--- config.mk ---
export PLATFORM = sky130hd
export DESIGN_NAME = illegal_instruction_trap_sequencer
export DESIGN_NICKNAME = d
export VERILOG_FILES = /design/src/rtl/illegal_instruction_trap_sequencer.sv
export SDC_FILE = /design/constraint.sdc
export NUM_CORES = 1
export LEC_CHECK = 0
export CORE_UTILIZATION = 46
export DETAILED_ROUTE_END_ITERATION = 10
export PLACE_DENSITY = 0.86
export SYNTH_ARGS = -nofsm -noshare
export SYNTH_HDL_FRONTEND = slang
export SYNTH_SLANG_ARGS = --single-unit
--- constraint.sdc ---
create_clock -name clk -period 3.82 [get_ports clk]
set_clock_uncertainty 0.15 [all_clocks]
set_input_delay 0.955 -clock clk [delete_from_list [all_inputs] [get_ports clk]]
set_output_delay 0.955 -clock clk [all_outputs]
set_load 0.02 [all_outputs]
--- src/rtl/illegal_instruction_trap_sequencer.sv ---
// Holds a flagged illegal instruction at decode, waits for older instructions to drain,
// then raises a precise illegal-instruction exception request with a valid/ack handshake.
module illegal_instruction_trap_sequencer #(
  parameter int ID_W          = 3,
  parameter bit TVAL_ENCODING = 1'b1,
  parameter int COUNT_W       = 32
) (
  input  logic               clk,
  input  logic               rst_n,
  input  logic               decode_valid,
  input  logic [31:0]        decode_pc,
  input  logic [31:0]        decode_instruction,
  input  logic [ID_W-1:0]    decode_id,
  input  logic               illegal_instruction,
  input  logic               gc_flush,
  input  logic               inflight_empty,
  output logic               issue_block,
  output logic               exception_valid,
  output logic [4:0]         exception_code,
  output logic [31:0]        exception_pc,
  output logic [31:0]        exception_tval,
  output logic [ID_W-1:0]    exception_id,
  input  logic               exception_ack,
  output logic [COUNT_W-1:0] illegal_count
);

  typedef enum logic [1:0] {
    IDLE    = 2'd0,
    DRAIN   = 2'd1,
    REQUEST = 2'd2
  } state_t;

  state_t state, next_state;

  logic [31:0]     cap_pc;
  logic [31:0]     cap_instruction;
  logic [ID_W-1:0] cap_id;
  logic            accept;
  logic            trap_taken;

  assign accept     = (state == IDLE) && decode_valid && illegal_instruction && !gc_flush;
  assign trap_taken = (state == REQUEST) && exception_ack;

  always_ff @(posedge clk or negedge rst_n) begin
    if (!rst_n) begin
      state <= IDLE;
    end else begin
      state <= next_state;
    end
  end

  // Flush wins over drain completion; once requesting, only ack releases the request.
  always_comb begin
    next_state = state;
    unique case (state)
      IDLE: begin
        if (accept) next_state = DRAIN;
      end
      DRAIN: begin
        if (gc_flush)            next_state = IDLE;
        else if (inflight_empty) next_state = REQUEST;
      end
      REQUEST: begin
        if (exception_ack) next_state = IDLE;
      end
      default: next_state = IDLE;
    endcase
  end

  always_ff @(posedge clk or negedge rst_n) begin
    if (!rst_n) begin
      cap_pc          <= '0;
      cap_instruction <= '0;
      cap_id          <= '0;
    end else if (accept) begin
      cap_pc          <= decode_pc;
      cap_instruction <= decode_instruction;
      cap_id          <= decode_id;
    end
  end

  always_ff @(posedge clk or negedge rst_n) begin
    if (!rst_n) begin
      illegal_count <= '0;
    end else if (trap_taken && (illegal_count != {COUNT_W{1'b1}})) begin
      illegal_count <= illegal_count + COUNT_W'(1);
    end
  end

  assign issue_block     = (state != IDLE) || (decode_valid && illegal_instruction);
  assign exception_valid = (state == REQUEST);
  assign exception_code  = 5'd2;
  assign exception_pc    = cap_pc;
  assign exception_tval  = TVAL_ENCODING ? cap_instruction : 32'd0;
  assign exception_id    = cap_id;

endmodule

**Word level (Yosys, flattened, before mapping)**

Index checks and enable logic that the tools add are counted.

- Add/subtract/negate cells: 1
- Equal/unequal tests: 6
- Multiplexer cells: 5
- Reduce and logical (&&, ||, !) cells: 11

Operators with widths:

| kind | count |
|---|---|
| $add 32x1->32 const B | 1 |
| $ne 32x32->1 const B | 1 |
| $mux 2 | 4 |
| $logic_and 1x1->1 | 6 |
| $pmux 2 s3 | 1 |
| $ne 3x3->1 const B | 1 |
| $reduce_and 3->1 | 1 |
| $eq 2x1->1 const B | 1 |
| $eq 2x2->1 const B | 1 |
| $logic_not 2->1 | 1 |
| $ne 2x1->1 const B | 1 |
| $ne 2x2->1 const B | 1 |
| $reduce_bool 2->1 | 1 |
| $logic_not 1->1 | 1 |
| $logic_or 1x1->1 | 1 |

- Bits in registers: 101
- Bits of input ports: 74
- Output and inout port bits: 106
- Word-level logic and storage cells: 28

**Longest topological paths before layout**

- Depth after elaboration: 6
- Depth in mapped cells: 6
- Depth with buffers taken out: 6

**Least setup slack after synthesis**

OpenSTA, ideal clock, no wires.

- Kind: input -> register
- Start: input port gc_flush
- End: register cap_instruction[18], in the netlist exception_tval[18]
- Library setup time: 125 ps
- Arrival: 2,371 ps
- Data required time: 3,545 ps
- Slack: 1,174 ps
- Cell stages on the path: 4
- Buffers on the path: 2
- Path through: nor4_1 clkbuf_1 buf_2 mux2_2

- Word-level cells in the longest chain between the ends: 2

Ends and longest elaborated chain:

| element | RTL line | text |
|---|---|---|
| start, declared | 15 | `input logic gc_flush,` |
| $logic_not 1->1 | 41 | `assign accept = (state == IDLE) && decode_valid && illegal_instruction && !gc_flush;` |
| $logic_and 1x1->1 | 41 |  |
| end signal, assigned | 77 | `cap_instruction <= decode_instruction;` |
| end, declared | 36 | `logic [31:0] cap_instruction;` |

No other way between the ends.
A chain may end at the register's enable or synchronous reset.

**Final worst setup path**

- Start: input port illegal_instruction
- End: output port issue_block

- Word-level cells in the longest chain between the ends: 2

Ends and longest elaborated chain:

| element | RTL line | text |
|---|---|---|
| start, declared | 14 | `input logic illegal_instruction,` |
| $logic_and 1x1->1 | 90 | `assign issue_block = (state != IDLE) \|\| (decode_valid && illegal_instruction);` |
| $logic_or 1x1->1 | 90 |  |
| end, declared | 17 | `output logic issue_block,` |

No other way between the ends.

==> results.json <==
{
  "outcome": "finished, final reports clean",
  "pin_count": 180,
  "insertedDiodeCount": 0,
  "synthSimpleGateAreaFrac_pct": 10.8,
  "clock_path_buffers": 2,
  "ant_nets": 0,
  "synthMuxAreaShare_pct": 18.3,
  "peakVddDrop_uv": 321,
  "maxClockFrequency_ghz": 0.307,
  "grtUsageTotal_pct": 21.7,
  "grt_max_degree": 69,
  "cts_hold_buf": 0,
  "hp-start": "illegal_count[31]$_DFFE_PN0P_",
  "antenna_found_initial": 0,
  "place.gp.congestion": 0.864,
  "port_buffers": 174,
  "drt-pass1-iter-count": 4,
  "syn_area_um2": 4190,
  "cp.arrival_ps": 2150,
  "drv_slew": 0,
  "power_uw": 2960,
  "drive_gt1_share_pct": 18.3,
  "hold_viol_final": 0,
  "synth-compound-area-share_pct": 1.49,
  "htree_num_levels": 3,
  "required_ps": 2710,
  "post_cts_resized": 0,
  "worstSetupPathType": "in -> out",
  "core-area_um2": 8760,
  "synth_fa_ha_area_share_pct": 0.298,
  "synth_top_area_share_pct": 60.3,
  "dieArea_um2": 9500,
  "cts.root.buffer_cell": "clkbuf_8",
  "period_share_pct": 85.2,
  "first_global_vias": 3379,
  "synthXorXnorAreaFrac_pct": 6.06,
  "yosys-top-cells-count": "101 x dfrtp_1, 68 x mux2_2, 19 x xor2_1",
  "synth-async-reset-ratio_pct": 100,
  "wl_per_cell_um": 15.9,
  "vias": 3106,
  "yosys-top-cells-area": "dfrtp_1 60%, mux2_2 18%, xor2_1 4.0%, xnor2_1 2.1%, nor3_1 1.6%",
  "ys_seq_area_share_pct": 60.3,
  "slew_headroom_pct": 24.1,
  "rows": 34,
  "startpoint": "illegal_instruction",
  "layout_min_cycle_time_ps": 3260,
  "leakage_uw": 0.00265,
  "fin_util_pct": 71.2,
  "grt_pass1_wl_um": 16400,
  "worstPathMaxFanout": 2,
  "startpoint_type": "input pin",
  "fp.dieH_um": 97.5,
  "fin_nets": 567,
  "r2r_cells": 5,
  "worst_setup_path_end_kind": "output port",
  "synth_seq_cells": 101,
  "setup_viol": 0,
  "fin_setup_tns_ps": 0,
  "clk_latency_ps": 350,
  "synth_cells": 315,
  "yosys_warnings": 0,
  "yosysMostFrequentCell": "dfrtp_1",
  "synth_top_area_cell": "dfrtp_1",
  "clk_pin_slew_worst_paths_ps": 90,
  "rsz0062_at_grt": "no",
  "die_w_um": 97.5,
  "syn_to_final_growth_pct": 48.8,
  "min_path_cells": 1,
  "initial_core_util_pct": 47.8,
  "synth_edf_count": 0,
  "powerDensity_nw_per_um2": 475,
  "tightest_slew_ps": 1130,
  "synth_top_family_by_area": "multiplexers",
  "post_cts_buffers": 0,
  "vias_per_cell": 5.14,
  "avgSynthCellArea_um2": 13.3,
  "cts_buffers": 9,
  "post-dp-hpwl_um": 7260,
  "yosysUniqueCellTypes": 34,
  "cts.sink_count": 101,
  "wl_um": 9630,
  "drc": 0,
  "rr_startpoint": "illegal_count[18]$_DFFE_PN0P_",
  "synth_ff_type": "dfrtp_1",
  "hold_path.class": "reg -> reg",
  "cts_tree": "done",
  "drv_cap": 0,
  "overflow": 0,
  "drt_iter0_drc": 74
}
[report_power, final]
part	switching [uW]	internal [uW]	leakage [uW]
Sequential	106	1250	0.00124
Clock	361	304	0.0000967
Combinational	424	517	0.00132
Total	891	2070	0.00265
[worst max-delay path, cell delays in order]
cell	delay [ps]
clkdlybuf4s50_1	460
nand2_1	80
nand2_1	60
clkdlybuf4s50_1	600
[final timing paths]
path | endpoint | slack [ps]
max in group asynchronous | exception_tval[8]$_DFFE_PN0P_ | 2290
hold / removal | illegal_count[31]$_DFFE_PN0P_ | 340
min in group asynchronous | exception_pc[21]$_DFFE_PN0P_ | 500
hold reg to reg | illegal_count[31]$_DFFE_PN0P_ | 340
setup / recovery | issue_block | 560
setup reg to reg | illegal_count[21]$_DFFE_PN0P_ | 930
[sequential cells by signal, summed over array words and instances (netlist names)]
register and count:
exception_id 3, exception_pc 32, state 2, illegal_count 32
exception_tval 32
[cell families after synthesis]
group / count (synthesis)
AOI/OAI and AO/OA: 7
xor gates and xnor gates: 29
adders and majority gates: 1
buffers and inverters: 23
DFF: 101
muxes: 68
other: 2
and+or+nand+nor: 84
[stage by stage]
step	area, um2	setup slack (ps)	std cells	hold slack (ps)
2_1_floorplan	4200	1170	318	344
3_3_place_gp	6050	573	589	326
3_5_place_dp	6050	559	589	329
4_1_cts	6240	557	604	342
5_1_grt	6240	506	604	354
6_report	6240	564	604	336
[final cells by class]
type                            instances  area [um2]
Sequential cell                       101        2530
Fill cell                             600        2520
Timing Repair Buffer                  176        1780
Multi-Input combinational cell        194        1570
Tap cell                              108         135
Clock buffer                           10         128
Clock inverter                          5        61.3
Inverter                               10        37.5
[placed cells by master, fill, tap and decap left out, types with 5 or more instances in the layout]
master	instances
nand3_1	8
nor2_1	17
nor3_1	13
conb_1	5
clkbuf_8	9
nor4_1	6
dfrtp_1	101
xnor2_1	10
clkdlybuf4s50_1	173
xor2_1	19
mux2_2	68
nand2_1	17
inv_1	10
[layer usage]
layer,track usage (%),vias to the layer above,part of all wire (%)
met1,25.9,1519,39
met3,7.48,24,7.6
met5,0,-,0
li1,-,1432,-
met2,36.1,131,50
met4,8.03,0,2.5
(Power assumes the default switching activity.)
